--- src/rtl/gold_gen_mc_pkg.sv ---
// Shared types and helpers for the multi-channel Gold-code generator.
// Fibonacci LFSR step is kept here so every LFSR instance uses one definition.
package gold_pkg;

    typedef enum logic {
        IDLE = 1'b0,
        RUN  = 1'b1
    } state_t;

    localparam int DEG_DEFAULT = 5;
    localparam int L           = (1 << DEG_DEFAULT) - 1;
    localparam int IDX_W       = $clog2(L);
    localparam int MAX_DEG     = 16;

    // Vectors are zero-extended to MAX_DEG; deg selects where feedback enters.
    function automatic logic [MAX_DEG-1:0] lfsr_next(
        input logic [MAX_DEG-1:0] s,
        input logic [MAX_DEG-1:0] poly,
        input int                 deg
    );
        logic fb;
        fb = ^(s & poly);
        return (s >> 1) | (MAX_DEG'(fb) << (deg - 1));
    endfunction

endpackage

--- src/rtl/gold_gen_mc_if.sv ---
// AXI-stream chip output bundle of the Gold-code generator.
interface gold_gen_mc_if #(
    parameter int N_CH = 4
);
    logic [N_CH-1:0] tdata;
    logic            tvalid;
    logic            tready;
    logic            tlast;

    modport master (output tdata, tvalid, tlast, input tready);
    modport slave  (input tdata, tvalid, tlast, output tready);
endinterface

--- src/rtl/gold_gen_mc_lfsr_core.sv ---
// One Fibonacci LFSR with synchronous reset value, seed load and step enable.
module lfsr_core
    import gold_pkg::*;
#(
    parameter int             DEG     = 5,
    parameter logic [DEG-1:0] POLY    = '1,
    parameter logic [DEG-1:0] RST_VAL = '1
) (
    input  logic           clk,
    input  logic           rst,
    input  logic [DEG-1:0] seed,
    input  logic           load,
    input  logic           step,
    output logic [DEG-1:0] state
);

    // NOTE: non-blocking assignment so all LFSRs update from pre-edge values.
    always_ff @(posedge clk) begin
        if (rst)
            state <= RST_VAL;
        else if (load)
            state <= seed;
        else if (step)
            state <= DEG'(lfsr_next(MAX_DEG'(state), MAX_DEG'(POLY), DEG));
    end

endmodule

--- src/rtl/gold_gen_mc.sv ---
// Multi-channel Gold-code generator: shared LFSR A, per-channel LFSR B,
// paced by a divider and streamed out over AXI-stream with backpressure.
module gold_gen_mc
    import gold_pkg::*;
#(
    parameter int             DEG     = 5,
    parameter int             N_CH    = 4,
    parameter logic [DEG-1:0] POLY_A  = 5'b00101,
    parameter logic [DEG-1:0] POLY_B  = 5'b01111,
    parameter int             CLK_DIV = 1
) (
    input  logic                clkin,
    input  logic                rst,
    input  logic                en,
    input  logic                cfg_load,
    input  logic [DEG-1:0]      seed_a,
    input  logic [N_CH*DEG-1:0] seed_b,
    gold_gen_mc_if.master       m_axis,
    output logic                strobe_o,
    output logic                cfg_err
);

    localparam int                PERIOD     = (1 << DEG) - 1;
    localparam int                CIDX_W     = $clog2(PERIOD);
    localparam int                DIV_W      = 16;
    localparam logic [CIDX_W-1:0] LAST_IDX   = CIDX_W'(PERIOD - 1);
    localparam logic [DIV_W-1:0]  DIV_RELOAD = DIV_W'(CLK_DIV - 1);

    state_t            state;
    logic [DIV_W-1:0]  div_cnt;
    logic [CIDX_W-1:0] chip_idx;
    logic              seeds_ok;
    logic              load_ok;
    logic              valid;
    logic              hs;
    logic [DEG-1:0]    a_state;
    logic [DEG-1:0]    b_state [N_CH];
    logic              unused_hi;

    // NOTE: seeds_ok gets a default before the loop so no latch is inferred.
    always_comb begin
        seeds_ok = |seed_a;
        for (int k = 0; k < N_CH; k++)
            if (seed_b[k*DEG +: DEG] == '0)
                seeds_ok = 1'b0;
    end

    assign load_ok = (state == IDLE) && cfg_load && seeds_ok;
    assign valid   = (state == RUN) && (div_cnt == '0);
    assign hs      = valid && m_axis.tready;

    lfsr_core #(.DEG(DEG), .POLY(POLY_A), .RST_VAL('1)) u_lfsr_a (
        .clk(clkin), .rst(rst), .seed(seed_a), .load(load_ok), .step(hs), .state(a_state)
    );

    for (genvar k = 0; k < N_CH; k++) begin : g_lfsr_b
        lfsr_core #(.DEG(DEG), .POLY(POLY_B), .RST_VAL(DEG'(k + 1))) u_lfsr_b (
            .clk(clkin), .rst(rst), .seed(seed_b[k*DEG +: DEG]), .load(load_ok),
            .step(hs), .state(b_state[k])
        );
        assign m_axis.tdata[k] = a_state[0] ^ b_state[k][0];
    end

    // Only the chip bit of each register leaves the block.
    always_comb begin
        unused_hi = ^a_state[DEG-1:1];
        for (int k = 0; k < N_CH; k++)
            unused_hi = unused_hi ^ (^b_state[k][DEG-1:1]);
    end

    assign m_axis.tvalid = valid;
    assign m_axis.tlast  = valid && (chip_idx == LAST_IDX);

    always_ff @(posedge clkin) begin
        if (rst) begin
            state    <= IDLE;
            div_cnt  <= '0;
            chip_idx <= '0;
            strobe_o <= 1'b0;
            cfg_err  <= 1'b0;
        end else begin
            strobe_o <= hs && (chip_idx == '0);
            cfg_err  <= (state == IDLE) && cfg_load && !seeds_ok;
            case (state)
                IDLE: begin
                    if (load_ok)
                        chip_idx <= '0;
                    if (en) begin
                        state   <= RUN;
                        div_cnt <= '0;
                    end
                end
                RUN: begin
                    if (hs) begin
                        chip_idx <= (chip_idx == LAST_IDX) ? '0 : chip_idx + 1'b1;
                        div_cnt  <= DIV_RELOAD;
                        if (!en)
                            state <= IDLE;
                    end else if (!en && !valid) begin
                        // A pending beat must be accepted before leaving RUN.
                        state <= IDLE;
                    end else if (div_cnt != '0) begin
                        div_cnt <= div_cnt - 1'b1;
                    end
                end
                default: state <= IDLE;
            endcase
        end
    end

endmodule

--- src/flat_wrapper.sv ---
// flat-port wrapper written by rule: the top's interface ports become plain ports
module gold_gen_mc_flat import gold_pkg::*;
#(
    parameter int             DEG     = 5,
    parameter int             N_CH    = 4,
    parameter logic [DEG-1:0] POLY_A  = 5'b00101,
    parameter logic [DEG-1:0] POLY_B  = 5'b01111,
    parameter int             CLK_DIV = 1
)
  (clkin, rst, en, cfg_load, seed_a, seed_b, strobe_o, cfg_err, m_axis_tdata, m_axis_tvalid, m_axis_tlast, m_axis_tready);
  gold_gen_mc_if #(.N_CH(N_CH)) m_axis_i ();
  input  logic clkin;
  input  logic rst;
  input  logic en;
  input  logic cfg_load;
  input  logic [DEG-1:0] seed_a;
  input  logic [N_CH*DEG-1:0] seed_b;
  output logic strobe_o;
  output logic cfg_err;
  output wire logic [$bits(m_axis_i.tdata)-1:0] m_axis_tdata;
  output wire logic [$bits(m_axis_i.tvalid)-1:0] m_axis_tvalid;
  output wire logic [$bits(m_axis_i.tlast)-1:0] m_axis_tlast;
  input wire logic [$bits(m_axis_i.tready)-1:0] m_axis_tready;
  assign m_axis_tdata = m_axis_i.tdata;
  assign m_axis_tvalid = m_axis_i.tvalid;
  assign m_axis_tlast = m_axis_i.tlast;
  assign m_axis_i.tready = m_axis_tready;
  gold_gen_mc #(.DEG(DEG), .N_CH(N_CH), .POLY_A(POLY_A), .POLY_B(POLY_B), .CLK_DIV(CLK_DIV)) u_core (.clkin(clkin), .rst(rst), .en(en), .cfg_load(cfg_load), .seed_a(seed_a), .seed_b(seed_b), .m_axis(m_axis_i), .strobe_o(strobe_o), .cfg_err(cfg_err));
endmodule
--- config.mk ---
export PLATFORM = sky130hd
export DESIGN_NAME = gold_gen_mc_flat
export DESIGN_NICKNAME = d
export VERILOG_FILES = /design/src/rtl/gold_gen_mc_pkg.sv /design/src/rtl/gold_gen_mc_if.sv /design/src/rtl/gold_gen_mc_lfsr_core.sv /design/src/rtl/gold_gen_mc.sv /design/src/flat_wrapper.sv
export SDC_FILE = /design/constraint.sdc
export NUM_CORES = 1
export LEC_CHECK = 0
export CORE_MARGIN = 2
export CORE_UTILIZATION = 49
export DETAILED_ROUTE_END_ITERATION = 10
export GPL_TIMING_DRIVEN = 0
export PLACE_DENSITY = 0.75
export SLEW_MARGIN = 0
export SYNTH_ARGS = -nofsm -noshare
export SYNTH_HDL_FRONTEND = slang
export SYNTH_SLANG_ARGS = --single-unit
--- constraint.sdc ---
create_clock -name clkin -period 2 [get_ports clkin]
set_input_delay 0.4 -clock clkin [delete_from_list [all_inputs] [get_ports clkin]]
set_output_delay 0.4 -clock clkin [all_outputs]
set_load 0.02 [all_outputs]
After elaboration in Yosys (flattened, before gate mapping)

Cells that the tools add are included.

Input bits: 30
Output and inout bits: 8
Register bits after elaboration: 49

Reductions and logical operators: 27
Muxes and demuxes: 27
Bitwise operators: 10
Add/subtract/negate cells: 2
Equal/unequal tests: 6

Operator list:

| kind                                                                  | number |
|---|---|
| 16-bit XOR reduction                                                  | 5 |
| 5-bit 2-to-1 mux                                                      | 13 |
| 16-bit 2-to-1 mux                                                     | 4 |
| 16-bit case mux with 2 select lines                                   | 1 |
| 5-bit zero test                                                       | 5 |
| 4-bit by 5-bit bitwise OR with 5-bit output                           | 5 |
| 16-bit zero test                                                      | 1 |
| 16-bit nonzero test                                                   | 1 |
| 16-bit by 1-bit subtractor with 16-bit output (second input constant) | 1 |
| 5-bit case mux with 2 select lines                                    | 1 |
| 1-bit logical AND                                                     | 8 |
| 1-bit 2-to-1 mux                                                      | 7 |
| 2-bit inequality test (second input constant)                         | 3 |
| 3-bit inequality test (second input constant)                         | 2 |
| 5-bit by 1-bit adder with 5-bit output (second input constant)        | 1 |
| 5-bit == test (second input constant)                                 | 1 |
| 5-bit OR reduction                                                    | 1 |
| 1-bit bitwise XOR                                                     | 4 |
| 1-bit zero test                                                       | 3 |
| 3-bit AND reduction                                                   | 1 |
| 1-bit case mux with 2 select lines                                    | 1 |
| 2-bit AND reduction                                                   | 1 |
| 2-bit nonzero test                                                    | 1 |
| 1-bit NOT                                                             | 1 |

Depth between registers and ports, before layout

Word-level depth: 8
Gate-level depth with buffers: 9

By module

From an unflattened synthesis, not the netlist that was laid out.

Cell total of the unflattened synthesis: 307
Area, all modules: 2782.7 um2

Modules (own cells, without submodules):

| module                                       | cells an instance | instances | area each (um2) | sequential area each (um2) |
|---|---|---|---|---|
| gold_gen_mc                                  | 180               | 1         | 1467.7          | 480.5 |
| lfsr_core at u_core.g_lfsr_b[0].u_lfsr_b ... | 26                | 4         | 270.3           | 100.1 |
| lfsr_core at u_core.u_lfsr_a                 | 23                | 1         | 234.0           | 100.1 |

Worst setup path before layout

No wires, ideal clock.

Kind: flip-flop to output port
From: register u_core.div_cnt[11]
To: output m_axis_tlast
Data arrival time: 1.647 ns
Path slack: -0.047 ns
Cell stages (with the launch flop): 4
Cells stage by stage: dfxtp_1 -> nor4_1 -> nand3_1 -> nor3_1

Longest elaborated chain between the ends: 3

Ends and longest elaborated chain:

| element                | RTL line           | text |
|---|---|---|
| start, declared        | gold_gen_mc.sv:30  | `logic [DIV_W-1:0] div_cnt;` |
| start signal, assigned | gold_gen_mc.sv:103 | `div_cnt <= div_cnt - 1'b1;` |
| 16-bit zero test       | gold_gen_mc.sv:49  | `assign valid = (state == RUN) && (div_cnt == '0);` |
| 1-bit logical AND      | gold_gen_mc.sv:49  |  |
| 1-bit logical AND      | gold_gen_mc.sv:72  | `assign m_axis.tlast = valid && (chip_idx == LAST_IDX);` |
| end, declared          | flat_wrapper.sv:22 | `output wire logic [$bits(m_axis_i.tlast)-1:0] m_axis_tlast;` |

Every way passes these cells.

Final worst setup path

From: register u_core.div_cnt[11]
To: register u_core.div_cnt[5]

Longest elaborated chain between the ends: 6
Elaborated cells between the ends (all ways): 11
Those cells by class: eq/ne: 2; mux: 2; reduce/logical: 7

Ends and longest elaborated chain:

| element                                | RTL line          | text |
|---|---|---|
| 16-bit zero test                       | gold_gen_mc.sv:49 |  |
| 1-bit logical AND                      | gold_gen_mc.sv:49 |  |
| 1-bit zero test                        | gold_gen_mc.sv:99 | `end else if (!en && !valid) begin` |
| 1-bit logical AND                      | gold_gen_mc.sv:99 |  |
| 3-bit inequality test (no source line) | n/a               |  |
| 3-bit AND reduction (no source line)   | n/a               |  |

Parallel ways exist; a longest one is shown, timed or not.
A chain may end at the register's enable or synchronous reset.

==> results.yml <==
cells_and_area:
  nets: 436
  nFillCells: 444
  post-route-util_pct: 69.78
  instances_no_fill: 472
  synthToLayoutAreaGrowth_pct: 37.66
  drive_gt1_share_pct: 25.50
  antennaDiodeCount: 0
global_route:
  groute.usage.overall_pct: 26.22
  grt_pass1_wl_mm: 12.92
  antenna_found_initial: 0
  grt_max_degree: 14
  grt_pass1_vias: 2702
  grt-ovfl-total: 0
timing:
  holdWs_ps: 485.7
  finalHoldViolCount: 0
  maxSlewViolCount: 0
  relSlewSlack_pct: 60.18
  tns_ps: -103.3
  worst_pin_slew_ps: 597.3
  finClkSkew_ps: 12.31
  rsz0062_at_grt: "true"
  fin_ws_ps: -32.64
  fmax_ghz: 0.4920
  finalCriticalPeriod_ps: 2033
  fin_crit_sh_pct: 101.6
  setup_viol: 4
critical_path:
  end_kind: "flop"
  cp.buffers_inverters: 1
  arrival_ps: 2220
  startpoint_type: "flop"
  crit_family: "simple AND/OR/NAND/NOR gates"
  cp.required_ps: 2190
  crit_chain: "or4_4 > nor3_4 > buf_6 > a211oi_2 > nor3_1 > nor3_2"
  worstPathMaxFanout: 5
  path_class: "reg2reg"
  cp_slowest_stage_delay_ps: 550
  cpMaxStageDelayCell: "or4_4"
pwr:
  fin_total_pwr_mw: 3.317
  cellLeakagePower_nw: 1.361
  peakVddDrop_uv: 578.4
  p_per_area_nw_per_um2: 868.7
clock_network:
  cts.clk_slew.worst_paths_ps: 90
  cts_root_buf: "clkbuf_8"
  cts_hold_buf: 0
  numCtsBuffers: 5
  htreeDepth: 2
  clockBufferDepth: 2
  cts_tree: "done"
  clkLatencyLatePin_ps: 300
  clock_sinks: 49
route:
  routed_wl_mm: 8.424
  drt_pass1_iterations: 7
  route.detailed.drc: 0
  drt.antenna.violating_nets: 0
  wl_per_cell_um: 17.85
  drt_iter0_markers: 330
  vias: 2954
  vias_per_cell: 6.258
floorplan:
  die_height_um: 79.24
  start_util_pct: 50.69
  dieArea_um2: 6279
  die_x_um: 79.24
  rows: 27
  core_area_um2: 5473
  pin_count: 38
placement:
  dp_cells: 453
  place.gp.congestion: 0.8366
  place_hpwl_mm: 5.457
  port_buffers: 36
logic_synthesis:
  seq_area_frac_synth_pct: 35.36
  syn_area_um2: 2774
  synth_flop_cell: "dfxtp_1"
  synth_nets: 380
  yosysWarnings: 0
  ys_seq_elements: 49
  synth_cells: 345
  ys_types: 51
  synth_edf_count: 0
  ys_async_sr_fraction_pct: 0
  avgSynthCellArea_um2: 8.040
hold_path:
  hold_class: "reg2reg"
flow_run:
  maxCapViolCount: 0
status:
  run_status: "finished, violations left"
  violations: "setup timing"
[cells by family (layout without fill, tap and decap cells)]
logic type,count (synthesis),after routing,synth area share [%]
flip-flops,49,49,35.36
adder cells (fa/ha/maj),5,5,2.255
AO/OA/AOI/OAI,78,78,19.71
AND/OR/NAND/NOR,153,153,27.88
multiplexers,7,7,2.526
XOR/XNOR,25,25,7.894
buffers and inverters,28,83,4.375
[worst reg2reg max path: cells and delay by family, from the launching register on]
family / cells / cell delay, ps
AND/OR/NAND/NOR: 4 / 1270
flip-flops: 1 / 350
buffers and inverters: 1 / 200
AO/OA/AOI/OAI: 1 / 100
[cell usage in the layout, fill, tap and decap left out, drive strengths merged, types with 3 or more instances in the layout]
master	instances
ha	5
xnor2	13
o31ai	14
a21oi	14
nor3b	3
nor4	5
clkdlybuf4s50	33
o21ai	7
or4	8
mux2i	7
nor3	15
nand3	8
a32oi	9
nand2b	5
nand4	6
clkbuf	11
a2111oi	3
inv	7
nand2	51
or3	7
buf	29
o2111ai	3
nor2	34
xor2	12
dfxtp	49
a31oi	15
[cell usage after synthesis, types with 2 or more instances]
master / count / area, um2
buf_4: 3 / 22.52
a32oi_1: 9 / 78.83
inv_1: 7 / 26.28
o21ai_0: 4 / 20.02
nand2_1: 51 / 191.4
nor4_1: 4 / 25.02
o31ai_1: 14 / 105.1
nor2_1: 34 / 127.6
o211ai_1: 2 / 15.01
a31oi_1: 15 / 93.84
clkbuf_1: 12 / 45.04
nand3_1: 8 / 40.04
nor3_2: 2 / 20.02
o2111ai_1: 3 / 26.28
and3_1: 2 / 12.51
nand3b_1: 2 / 15.01
mux2i_1: 7 / 70.07
a21oi_1: 13 / 65.06
or3b_2: 2 / 17.52
o311ai_0: 2 / 17.52
nor3b_1: 3 / 22.52
or3_1: 7 / 43.79
xnor2_1: 13 / 113.9
o21ai_1: 3 / 15.01
or4_1: 7 / 52.55
and2_1: 2 / 12.51
nor3_1: 12 / 60.06
xor2_1: 12 / 105.1
a2111oi_0: 3 / 26.28
dfxtp_1: 49 / 980.9
nand2b_1: 5 / 31.28
nand4_1: 6 / 37.54
ha_1: 5 / 62.56
o32ai_1: 2 / 17.52
buf_2: 4 / 20.02
[power breakdown]
group	internal, mW	leakage (nW)	total, mW	switching [mW]
combinational	0.701	0.916	1.52	0.820
sequential	1.10	0.405	1.24	0.141
clock	0.231	0.0399	0.557	0.326
total	2.03	1.36	3.32	1.29
[metal layers]
metal,global-route usage (%),wire length [um],up-vias
li1,-,-,1388
met3,4.659,540,21
met2,46.02,4299,136
met5,0,0,-
met1,32.39,3405,1409
met4,8.621,178,0
[path summary, 6_finish.rpt]
path / start / to / slack [ps] / depth (start not counted)
worst max-delay path: u_core.div_cnt[11] / u_core.div_cnt[5] / -30 / 6
worst min-delay path: u_core.g_lfsr_b[2].u_lfsr_b.state[4] / u_core.g_lfsr_b[2].u_lfsr_b.state[3] / 490 / 2
worst max register to register: u_core.div_cnt[11] / u_core.div_cnt[5] / -30 / 6
worst min register to register: u_core.g_lfsr_b[2].u_lfsr_b.state[4] / u_core.g_lfsr_b[2].u_lfsr_b.state[3] / 490 / 2
[layout make-up]
cell class / count / area (um2) / area share [%]
plain buffers: 17 / 135.1 / 3.539
clock buffers: 5 / 68.82 / 1.802
clock inverters: 1 / 5.005 / 0.1311
inverters: 8 / 32.53 / 0.8519
multi-input cells: 268 / 1971 / 51.61
flip-flops and latches: 49 / 998.5 / 26.15
well taps: 72 / 90.09 / 2.359
repair buffers: 52 / 518.0 / 13.56
[state kept, by name (all words and copies together) (netlist names)]
| register | count |
|---|---|
| u_core.cfg_err | 1 |
| u_core.u_lfsr_a.state | 5 |
| u_core.strobe_o | 1 |
| u_core.g_lfsr_b.u_lfsr_b.state | 20 |
| u_core.state | 1 |
| u_core.chip_idx | 5 |
| u_core.div_cnt | 16 |
[through the flow]
stage	area [um2]	worst slack (ps)
2_1_floorplan	2779	106.8
3_3_place_gp	3229	-764.2
3_5_place_dp	3229	-800.1
4_1_cts	3513	-59.75
5_1_grt	3819	-96.94
6_report	3819	-32.64
[repair_timing]
item	in CTS	in global routing
gates resized for setup	59	65
hold endpoints to repair	0	0
endpoints found under the setup margin	53	52
buffers inserted	7	7
pin swaps	6	14
cloned	1	2
(Power assumes the default switching activity.)
==> RTL edit, RTL diff (same settings) <==
One comparison of `chip_idx` changes from == to >=.
--- a/src/rtl/gold_gen_mc.sv
+++ b/src/rtl/gold_gen_mc.sv
@@ -70,5 +70,5 @@
 
     assign m_axis.tvalid = valid;
-    assign m_axis.tlast  = valid && (chip_idx == LAST_IDX);
+    assign m_axis.tlast  = valid && (chip_idx >= LAST_IDX);
 
     always_ff @(posedge clkin) begin
Formal check against the unedited RTL: no difference found for any inputs over 10 cycles, from zero or initial values and one cycle with rst high; that may be too few to reach the edited logic, so the function may still have changed.
==> RTL edit against the original RTL <==
- the flow still finishes with violations (negative setup slack)
- utilization shrank 1.7 points
- sequential cell count unchanged
- clock power grew 7.4%
- highest routed layer unchanged
- setup slack better by 0.021 ns
- wire length fell by 15%
- largest power group unchanged
- non-clock buffer count stayed put
- area after synthesis shrank 4.1%
- cell area is 7.8% lower
- via count is 14% lower
- power decreased by 2.2%
- critical path type is now reg2out
==> RTL edit: results (changes against the original RTL) <==
Run status
  – Outcome: finished with violations
  – Failing checks: negative setup slack

Placed design
  – Final Wtd Congestion: 0.805 (-3.8%)
  – Placement Cell Area: 0.00311 mm2 (-3.8%)

Critical path
  – Setup crit start: u_core.div_cnt[0]
  – Reg2reg end: u_core.div_cnt[10]
  – CP endpoint: m_axis_tvalid
  – R2R setup slack: 0.06 ns (+0.09 ns)
  – Crit Reg-Reg Startpoint: u_core.div_cnt[1]
  – Crit-path max cell delay: 0.33 ns (-0.22 ns)

Timing
  – # setup viols final: 2 (-2)
  – Worst setup margin: -0.0114 ns (+0.0213 ns)

Worst hold path
  – Min-delay worst type: in2reg
  – Hold Crit Endpoint: u_core.g_lfsr_b[2].u_lfsr_b.state[4]
  – Hold Path Origin: seed_b[14]

Global route
  – First-pass GRT wire length: 11,300 um (-13%)
  – GR Util met1: 30.2% (-2.2 points)

Logic synthesis
  – Multiplexer share of the synthesized area: 5.03% (+2.5 points)
  – Syn Nets: 347 (-8.7%)
  – Library cells used by synthesis: 50 (-2.0%)
  – Seq/Total Area, Yosys: 36.9% (+1.5 points)
  – Synth Instances: 312 (-9.6%)
  – Synth top area cells: dfxtp_1 (37%), nor2_1 (7.2%), xor2_1 (6.3%)

Route
  – Final WL: 7200 um (-15%)
  – Vias: 2,534 (-14%)

Finish
  – Nets@finish: 405 (-7.1%)
## RTL edit: per-stage QoR
step | setup WS [ns] | setup TNS [ns] | power, mW
after floorplan | 0.0675 | 0 | 2.10
after global placement | -0.541 | -15.48 | 2.38
after detailed placement | -0.600 | -16.84 | 2.40
after CTS | -0.0368 | -0.0368 | 3.10
after global routing | -0.121 | -0.657 | 3.42
final | -0.0114 | -0.0210 | 3.24
## RTL edit: power groups by stage
stage / logic, mW / registers (mW) / clock network (mW)
floorplan: 0.866 / 1.23 / 0
global placement: 1.13 / 1.25 / 0
detailed placement: 1.15 / 1.26 / 0
CTS: 1.24 / 1.24 / 0.619
global route: 1.51 / 1.26 / 0.650
finish: 1.40 / 1.25 / 0.598
## RTL edit: layout make-up
class                           count  area [um2]  area share [%]
Tap cell                           70        87.6            2.49
Timing Repair Buffer               51         485            13.8
Clock buffer                        7        86.3            2.45
Sequential cell                    49         988            28.1
Inverter                            6        22.5           0.639
Buffer                             18         158            4.48
Multi-Input combinational cell    239        1690            48.1
## RTL edit: per-layer routing
metal / vias up / part of all wire, %
met3: 16 / 5.3
met5: - / 0
met1: 1218 / 43
li1: 1222 / -
met4: 0 / 1.9
met2: 78 / 50
## RTL edit: critical path: cells and delay by family (launching register included)
kind	cells	cell delay, ns
adders and majority gates	1	0.12
buffers and inverters	3	0.39
DFF	1	0.33
and+or+nand+nor	2	0.45
## RTL edit: timing repair
action | 4_1_cts | 5_1_grt
buffers inserted | 8 | 4
resized for setup | 33 | 47
hold buffers | 0 | 0
pin swaps | 6 | 17
gates cloned | 2 | 2
endpoints found under the setup margin | 47 | 46
